File: src/rtl/uart_xintf_pkg.sv
// Shared constants and state encodings for the UART-to-XINTF bridge.
// The bridge receives frames on the UART and buffers them for reads from the DSP side.
package uart_xintf_pkg;

    localparam int         DEF_CLK_HZ      = 50_000_000;
    localparam int         DEF_BAUD        = 115_200;
    localparam logic [7:0] SYNC_BYTE       = 8'hA5;
    localparam int         FRAME_WORDS_MIN = 2;
    localparam int         FRAME_WORDS_MAX = 32;

    typedef enum logic [1:0] {HUNT, LO, HI, DROP} frm_state_t;
    typedef enum logic [1:0] {RX_IDLE, RX_START, RX_DATA, RX_STOP} rx_state_t;

endpackage

File: src/rtl/uart_rx_byte.sv
// UART byte receiver: synchronises rxd, times bits with a down-counter, and shifts in 8N1 characters.
// byte_vld or stop_err pulses for one cycle at the middle of the stop bit.
module uart_rx_byte
    import uart_xintf_pkg::*;
#(
    parameter int DIV = 434
) (
    input  logic       clk,
    input  logic       rst,
    input  logic       rxd,
    output logic       byte_vld,
    output logic [7:0] byte_data,
    output logic       stop_err
);

    localparam int              CW       = $clog2(DIV);
    localparam logic [CW-1:0]   FULL_BIT = CW'(DIV - 1);
    localparam logic [CW-1:0]   HALF_BIT = CW'(DIV / 2 - 1);

    rx_state_t     state, state_nxt;
    logic [CW-1:0] cnt, cnt_nxt;
    logic [7:0]    shift, shift_nxt;
    logic [2:0]    bit_idx, bit_nxt;
    logic          rxd_meta, rxd_sync, rxd_prev;
    logic          fall;

    assign fall      = rxd_prev & ~rxd_sync;
    assign byte_data = shift;

    // Sync flops reset to the idle-high line level so reset never fakes a start edge
    always_ff @(posedge clk or posedge rst) begin
        if (rst) begin
            rxd_meta <= 1'b1;
            rxd_sync <= 1'b1;
            rxd_prev <= 1'b1;
            state    <= RX_IDLE;
            cnt      <= '0;
            shift    <= '0;
            bit_idx  <= '0;
        end else begin
            rxd_meta <= rxd;
            rxd_sync <= rxd_meta;
            rxd_prev <= rxd_sync;
            state    <= state_nxt;
            cnt      <= cnt_nxt;
            shift    <= shift_nxt;
            bit_idx  <= bit_nxt;
        end
    end

    always_comb begin
        state_nxt = state;
        cnt_nxt   = cnt;
        shift_nxt = shift;
        bit_nxt   = bit_idx;
        byte_vld  = 1'b0;
        stop_err  = 1'b0;
        if (state != RX_IDLE && cnt != '0)
            cnt_nxt = cnt - CW'(1);
        case (state)
            RX_IDLE: begin
                if (fall) begin
                    state_nxt = RX_START;
                    cnt_nxt   = HALF_BIT;
                end
            end
            RX_START: begin
                if (cnt == '0) begin
                    if (!rxd_sync) begin
                        state_nxt = RX_DATA;
                        cnt_nxt   = FULL_BIT;
                        bit_nxt   = 3'd0;
                    end else begin
                        state_nxt = RX_IDLE;
                    end
                end
            end
            RX_DATA: begin
                if (cnt == '0) begin
                    shift_nxt = {rxd_sync, shift[7:1]};
                    cnt_nxt   = FULL_BIT;
                    bit_nxt   = bit_idx + 3'd1;
                    if (bit_idx == 3'd7)
                        state_nxt = RX_STOP;
                end
            end
            RX_STOP: begin
                if (cnt == '0) begin
                    state_nxt = RX_IDLE;
                    byte_vld  = rxd_sync;
                    stop_err  = ~rxd_sync;
                end
            end
            default: state_nxt = RX_IDLE;
        endcase
    end

endmodule

File: src/rtl/uart_frame_rx_buf.sv
// Receive stage of the UART-to-XINTF bridge: it frames SYNC-led byte pairs into 16-bit words and buffers whole frames.
// Words of a frame become readable only after the whole frame has arrived and been committed.
module uart_frame_rx_buf
    import uart_xintf_pkg::*;
#(
    parameter int         CLK_HZ      = DEF_CLK_HZ,
    parameter int         BAUD        = DEF_BAUD,
    parameter int         FRAME_WORDS = 8,
    parameter int         FIFO_AW     = 6,
    parameter logic [7:0] SYNC_BYTE   = uart_xintf_pkg::SYNC_BYTE
) (
    input  logic               clk,
    input  logic               rst,
    input  logic               rxd,
    input  logic               rd_stb,
    output logic [15:0]        rd_data,
    output logic               xrd_req,
    output logic [FIFO_AW:0]   frame_cnt,
    output logic               ovf,
    output logic               ferr,
    output logic               udf
);

    localparam int DIV   = CLK_HZ / BAUD;
    localparam int DEPTH = 1 << FIFO_AW;
    localparam int WCW   = $clog2(FRAME_WORDS + 1);
    localparam int DCW   = $clog2(2 * FRAME_WORDS + 1);

    typedef logic [FIFO_AW:0] ptr_t;

    logic [15:0]    mem [DEPTH];
    ptr_t           wr_ptr, rd_ptr, commit_ptr, frm_start, used;
    frm_state_t     state, state_nxt;
    logic [7:0]     lo_byte;
    logic [15:0]    wr_word;
    logic [WCW-1:0] wr_left, rd_left;
    logic [DCW-1:0] drop_left;
    logic           wr_pend, commit_pend;
    logic           byte_vld, stop_err;
    logic [7:0]     byte_data;
    logic           space_ok, rd_avail, rd_ok, frm_inc, frm_dec;
    logic           start_frm, set_ovf, lo_ld, hi_wr, abort;

    uart_rx_byte #(.DIV(DIV)) u_rx (
        .clk       (clk),
        .rst       (rst),
        .rxd       (rxd),
        .byte_vld  (byte_vld),
        .byte_data (byte_data),
        .stop_err  (stop_err)
    );

    // Free space counts uncommitted words too, since wr_ptr already covers them
    assign used     = wr_ptr - rd_ptr;
    assign space_ok = (ptr_t'(DEPTH) - used) >= ptr_t'(FRAME_WORDS);
    assign rd_avail = (rd_ptr != commit_ptr);
    assign rd_ok    = rd_stb & rd_avail;
    assign frm_inc  = wr_pend & commit_pend;
    assign frm_dec  = rd_ok & (rd_left == WCW'(1));
    assign xrd_req  = (frame_cnt != '0);

    always_comb begin
        state_nxt = state;
        start_frm = 1'b0;
        set_ovf   = 1'b0;
        lo_ld     = 1'b0;
        hi_wr     = 1'b0;
        abort     = 1'b0;
        case (state)
            HUNT: begin
                if (byte_vld && byte_data == SYNC_BYTE) begin
                    if (space_ok) begin
                        start_frm = 1'b1;
                        state_nxt = LO;
                    end else begin
                        set_ovf   = 1'b1;
                        state_nxt = DROP;
                    end
                end
            end
            LO: begin
                if (stop_err) begin
                    abort     = 1'b1;
                    state_nxt = HUNT;
                end else if (byte_vld) begin
                    lo_ld     = 1'b1;
                    state_nxt = HI;
                end
            end
            HI: begin
                if (stop_err) begin
                    abort     = 1'b1;
                    state_nxt = HUNT;
                end else if (byte_vld) begin
                    hi_wr     = 1'b1;
                    state_nxt = (wr_left == WCW'(1)) ? HUNT : LO;
                end
            end
            DROP: begin
                if (byte_vld && drop_left == DCW'(1))
                    state_nxt = HUNT;
            end
            default: state_nxt = HUNT;
        endcase
    end

    always_ff @(posedge clk or posedge rst) begin
        if (rst) begin
            state       <= HUNT;
            wr_ptr      <= '0;
            rd_ptr      <= '0;
            commit_ptr  <= '0;
            frm_start   <= '0;
            lo_byte     <= '0;
            wr_word     <= '0;
            wr_left     <= WCW'(FRAME_WORDS);
            rd_left     <= WCW'(FRAME_WORDS);
            drop_left   <= '0;
            wr_pend     <= 1'b0;
            commit_pend <= 1'b0;
            rd_data     <= '0;
            frame_cnt   <= '0;
            ovf         <= 1'b0;
            ferr        <= 1'b0;
            udf         <= 1'b0;
        end else begin
            state <= state_nxt;
            if (stop_err)
                ferr <= 1'b1;
            if (set_ovf)
                ovf <= 1'b1;
            if (rd_stb && !rd_avail)
                udf <= 1'b1;

            if (start_frm) begin
                frm_start <= wr_ptr;
                wr_left   <= WCW'(FRAME_WORDS);
            end
            if (set_ovf)
                drop_left <= DCW'(2 * FRAME_WORDS);
            else if (state == DROP && byte_vld)
                drop_left <= drop_left - DCW'(1);
            if (lo_ld)
                lo_byte <= byte_data;

            // Word write and commit land one cycle after the HI byte
            wr_pend     <= hi_wr;
            commit_pend <= hi_wr & (wr_left == WCW'(1));
            if (hi_wr) begin
                wr_word <= {byte_data, lo_byte};
                wr_left <= wr_left - WCW'(1);
            end
            if (abort)
                wr_ptr <= frm_start;
            else if (wr_pend)
                wr_ptr <= wr_ptr + ptr_t'(1);
            if (frm_inc)
                commit_ptr <= wr_ptr + ptr_t'(1);

            if (rd_ok) begin
                rd_data <= mem[rd_ptr[FIFO_AW-1:0]];
                rd_ptr  <= rd_ptr + ptr_t'(1);
                rd_left <= (rd_left == WCW'(1)) ? WCW'(FRAME_WORDS) : rd_left - WCW'(1);
            end

            if (frm_inc && !frm_dec)
                frame_cnt <= frame_cnt + 1'b1;
            else if (frm_dec && !frm_inc)
                frame_cnt <= frame_cnt - 1'b1;
        end
    end

    always_ff @(posedge clk) begin
        if (wr_pend)
            mem[wr_ptr[FIFO_AW-1:0]] <= wr_word;
    end

endmodule
File: config.mk
export PLATFORM = sky130hd
export DESIGN_NAME = uart_frame_rx_buf
export DESIGN_NICKNAME = d
export VERILOG_FILES = /design/src/rtl/uart_xintf_pkg.sv /design/src/rtl/uart_rx_byte.sv /design/src/rtl/uart_frame_rx_buf.sv
export SDC_FILE = /design/constraint.sdc
export NUM_CORES = 1
export LEC_CHECK = 0
export CAP_MARGIN = 20
export CORE_ASPECT_RATIO = 0.5
export CORE_UTILIZATION = 40
export CTS_CLUSTER_DIAMETER = 40
export DETAILED_ROUTE_END_ITERATION = 8
export PLACE_DENSITY_LB_ADDON = 0.05
export SLEW_MARGIN = 10
export SYNTH_ARGS = -nofsm -noshare
export SYNTH_HDL_FRONTEND = slang
export SYNTH_HIERARCHICAL = 1
export SYNTH_SLANG_ARGS = --single-unit
export TNS_END_PERCENT = 1
File: constraint.sdc
create_clock -name clk -period 3.9 [get_ports clk]
set_clock_uncertainty 0.05 [all_clocks]
set_input_delay 0.39 -clock clk [delete_from_list [all_inputs] [get_ports clk]]
set_output_delay 0.39 -clock clk [all_outputs]
set_load 0.02 [all_outputs]
[After elaboration in Yosys (flattened, before gate mapping)]
Memories as Yosys holds them, arrays and structs flattened. A register that Yosys moved wholly into a read port is not among the register bits.
Cells that the tools add are included.
Word-level totals
  output and inout bits: 27
  memories: 1
  register bits: 104
  word-level logic and storage cells: 143
  RAM bits: 1024
  input port bits: 4
Memory list
  mem: words 64, bits a word 16, rd ports 1, clocked after memory_dff 1, wr ports 1, RTL line uart_frame_rx_buf.sv:31  | logic [15:0] mem [DEPTH];
Cells by class
  add/sub/neg operators: 11
  equality and inequality tests: 22
  reduce and logical (&&, ||, !) cells: 26
  order comparisons: 1
  muxes and demuxes: 53
  bitwise operators: 6
Operator list (count)
  $mux 9: 5
  $mux 7: 4
  $pmux 9 s3: 1
  $mux 2: 13
  $add 7x1->7 const B: 3
  $mux 1: 19
  $pmux 2 s4: 2
  $mux 4: 3
  $reduce_bool 2->1: 6
  $mux 5: 2
  $ne 2x1->1 const B: 5
  $logic_not 9->1: 1
  $mux 3: 3
  $reduce_bool 9->1: 1
  $sub 9x1->9 const B: 1
  $eq 2x2->1 const B: 4
  $eq 4x1->1 const B: 2
  $eq 8x8->1 const B: 1
  $reduce_and 4->1: 2
  $sub 4x1->4 const B: 2
  $ge 7x4->1 const B: 1
  $logic_and 1x1->1: 7
  $ne 7x7->1: 1
  $reduce_bool 7->1: 1
  other kinds (18): 29

[Logic depth before layout (Yosys ltp)]
  word-level depth: 8
  mapped depth: 18
  depth with buffers taken out: 13

[Modules after synthesis]
Netlist, hierarchy kept.
Modules (own cells, without submodules)
  uart_frame_rx_buf: instances 1, cells each 2339, area an instance 44107.3 µm²
  uart_rx_byte: instances 1, cells each 123, area an instance 1273.7 µm²

[Worst setup path before layout]
Ideal clock, no wire load.
  path kind: reg-to-reg
  start: reg rd_ptr[0]
  end: reg frame_cnt[6]
  required time: 3719 ps
  library setup time: 131 ps
  setup slack: 439 ps
  arrival: 3280 ps
  stages on the path, launching flop included: 19
  cell sequence: dfrtp_1 buf_6 buf_8 buf_6 xor2_1 nor3_1 a21boi_2 buf_2 buf_2 nand2_1 ha_1 inv_1 fa_1 a21o_1 a21oi_1 o21bai_1 nand4_1 o211ai_1 xor2_1
On the way
  longest elaborated chain between the ends: 6
  elaborated cells on any way between the ends: 8
RTL lines
  from (decl): RTL line uart_frame_rx_buf.sv:32  | ptr_t wr_ptr, rd_ptr, commit_ptr, frm_start, used;
  from (signal assigned): RTL line uart_frame_rx_buf.sv:162  | rd_ptr <= rd_ptr + ptr_t'(1);
  $ne 7x7->1 *: RTL line uart_frame_rx_buf.sv:56  | assign rd_avail = (rd_ptr != commit_ptr);
  $and 1x1->1 *: RTL line uart_frame_rx_buf.sv:57  | assign rd_ok = rd_stb & rd_avail;
  $and 1x1->1 *: RTL line uart_frame_rx_buf.sv:59  | assign frm_dec = rd_ok & (rd_left == WCW'(1));
  $logic_not 1->1: RTL line uart_frame_rx_buf.sv:166  | if (frm_inc && !frm_dec)
  $logic_and 1x1->1: RTL line uart_frame_rx_buf.sv:166
  $mux 7 / $reduce_bool 2->1 (equally long branches)
  to (signal assigned): RTL line uart_frame_rx_buf.sv:167  | frame_cnt <= frame_cnt + 1'b1;
  to (signal assigned): RTL line uart_frame_rx_buf.sv:169  | frame_cnt <= frame_cnt - 1'b1;
  to (decl): RTL line uart_frame_rx_buf.sv:18  | output logic [FIFO_AW:0] frame_cnt,
Mark *: on every way between the ends. The rest lies on a longest branch, timed or not.
A chain may end at the register's enable or synchronous reset.

[Final worst setup path]
  start: reg rd_ptr[0]
  end: reg rd_data[5], read port of mem
On the way
  longest elaborated chain between the ends: 2
RTL lines
  $ne 7x7->1: RTL line uart_frame_rx_buf.sv:56
  $and 1x1->1: RTL line uart_frame_rx_buf.sv:57
  to (decl): RTL line uart_frame_rx_buf.sv:16  | output logic [15:0] rd_data,
Several ways; a longest one is shown, not always the timed one.

==> qor.yml <==
wire_per_inst_um: 30.1
avgSynthCellArea_um2: 18.4
total_power_mw: 33.3
muxShareOfSynthArea_pct: 12.9
cts_buffers: 119
clkLatencyLatePin_ps: 740
outcome: "completed"
track_usage_pct: 22.5
use_met1_pct: 33.4
core-area_um2: 111000
setup_viol: 0
grt_start_max_net_pins: 66
maxSlewHeadroom_pct: 19.4
ys_ff_latch: 1144
cts_num_sinks: 1144
die_area_um2: 115000
setup_tns_ps: 0
synthXorXnorAreaFrac_pct: 0.783
ys_warn_count: 6
path_clk_slew_ps: 60
synth.distinct_cells: 78
critical_path_arrival_ps: 4160
htree_levels: 3
synth_fa_ha_area_share_pct: 0.998
tightestPinTransition_ps: 1210
synth_area_um2: 45400
yosysMostFrequentCell: "edfxtp_1"
start_util_pct: 40.8
max_freq_mhz: 278
postCtsResizedCells: 0
dpl.hpwl_um: 78400
slew_viol_final: 0
grt-ovfl-total: 0
busiest_layer: "met2"
rsz0062_at_grt: "no"
areaGrowthSynthToFinish_pct: 15.8
grt_pass1_vias: 23801
synth.area.top_cells: "edfxtp_1, mux4_2, dfrtp_1, mux2i_1, mux2_2"
drc_errors: 0
gp_congestion: 0.809
leakagePower_nw: 15.2
ys_seq_area_share_pct: 74.4
synth_top_cell_area_share_pct: 67.8
grtUsageMet2_pct: 33.5
worst_setup_path_end_kind: "register"
antenna_left: 0
synth_top_family_by_area: "multiplexers"
cp-start-kind: "register"
die_width_um: 478
crit_type: "register to register"
peakVddDrop_uv: 604
synthCells: 2462
viasPerCell: 5.63
whs_ps: 293
syn_nets: 2501
rows: 86
dr.pass1.iters: 5
die_h_um: 240
regArea_um2: 33800
hold_violations: 0
crit_fanout: 45
maxCapViolCount: 0
synth_common_cells: "edfxtp_1, mux4_2, mux2i_1"
final_nets: 2697
io_buffers: 30
synth_compound_area_share_pct: 5.28
met3_usage_pct: 5.40
hold_buffers: 2
postLayoutCoreUtil_pct: 47.2
wirelength_um: 128000
hp-class: "input port to register"
dr.first_iter.drc_count: 2408
synth_edf_count: 1024
io_pins: 31
synth_ff_type: "edfxtp_1"
drive_gt1_share_pct: 23.7
grt_pass1_wl_um: 181000
tritoncts: "done"
nFillCells: 9451
power.density_nw_per_um2: 633
dr_total_vias: 23999
antenna_found_initial: 7
async_flop_share_pct: 10.5
fin_crit_ps: 3590
yosys.area_share.simple_pct: 3.83
yosysTopAreaCell: "edfxtp_1"
required_ps: 4470
post-route-period-util_pct: 92.1
multi_input_area_um2: 10900
clockRootBuffer: "clkbuf_16"
postCtsSetupBuffers: 0
clk_path_buf_depth: 3
## area by class of cell
cell class                 instances  area share, %
antenna                            4         0.0190
sequential                      1144           64.3
tap                             1496           3.56
clock inverter                    90           1.96
multi-input combinational       1154           20.7
timing repair buffer             203           3.28
clock buffer                     135           5.89
inverter                          36          0.262
## logic make-up (layout without fill, tap and decap cells)
| group | after synthesis | in the layout |
|---|---|---|
| flip-flops | 1144 | 1144 |
| AND/OR/NAND/NOR | 372 | 372 |
| multiplexers | 370 | 370 |
| AO/OA/AOI/OAI | 338 | 338 |
| buffers and inverters | 164 | 464 |
| XOR/XNOR | 39 | 39 |
| adder cells (fa/ha/maj) | 35 | 35 |
| other | 0 | 4 |
## power by group
group / internal (mW) / switching (mW)
Clock: 6.95 / 5.04
Sequential: 13.4 / 0.338
Combinational: 2.77 / 4.79
Total: 23.1 / 10.2
## worst max-delay path, stage by stage, from the launching register on
cell       delay (ps)
dfrtp_4           540
buf_12            320
buf_4             410
mux2i_1           310
o22ai_1           140
a2111oi_0         830
a311oi_1          190
buf_4             230
o32a_1            340
## sequential cells by signal (all words and copies together), names as in the netlist, 8 cells and up, named ones only
register	flops
mem	1024
rd_data	16
wr_word	16
u_rx/cnt	9
lo_byte	8
u_rx/byte_data	8
## stage by stage
| stage | worst slack, ps | std cells | instance area (um^2) |
|---|---|---|---|
| 6_report | 308 | 4262 | 52600 |
| 5_1_grt | 205 | 4261 | 52600 |
| 4_1_cts | 329 | 4256 | 52500 |
| 3_5_place_dp | 363 | 4029 | 48400 |
| 3_3_place_gp | 389 | 4029 | 48400 |
| 2_1_floorplan | 439 | 2462 | 45400 |
## placed cells by master, fill, tap and decap left out, drive strengths merged, types with 47 or more instances in the layout
master / synthesis / routed
clkbuf: 47 / 135
mux2i: 159 / 159
edfxtp: 1024 / 1024
inv: 35 / 50
a21oi: 57 / 57
mux4: 168 / 168
clkinv: 1 / 47
dfrtp: 115 / 115
nor2: 118 / 118
nand2: 112 / 112
buf: 81 / 171
## final timing paths
kind / startpoint / endpoint / slack, ps / cells after the start
setup / recovery: rd_ptr[0] / rd_data[5] / 310 / 8
hold / removal: rd_stb / udf / 290 / 2
setup reg to reg: rd_ptr[0] / rd_data[5] / 310 / 8
hold reg to reg: u_rx/rxd_meta / u_rx/rxd_sync / 300 / 0
max in group asynchronous: rst / rd_left[3] / 2410 / 4
min in group asynchronous: rst / wr_word[14] / 550 / 3
## routing by layer
layer  share of wire [%]  up-vias
met1                  47    12801
li1                    -    10380
met3                 7.0      134
met5                   0        -
met2                  44      684
met4                 1.8        0
Power figures use the tool's default switching activity.
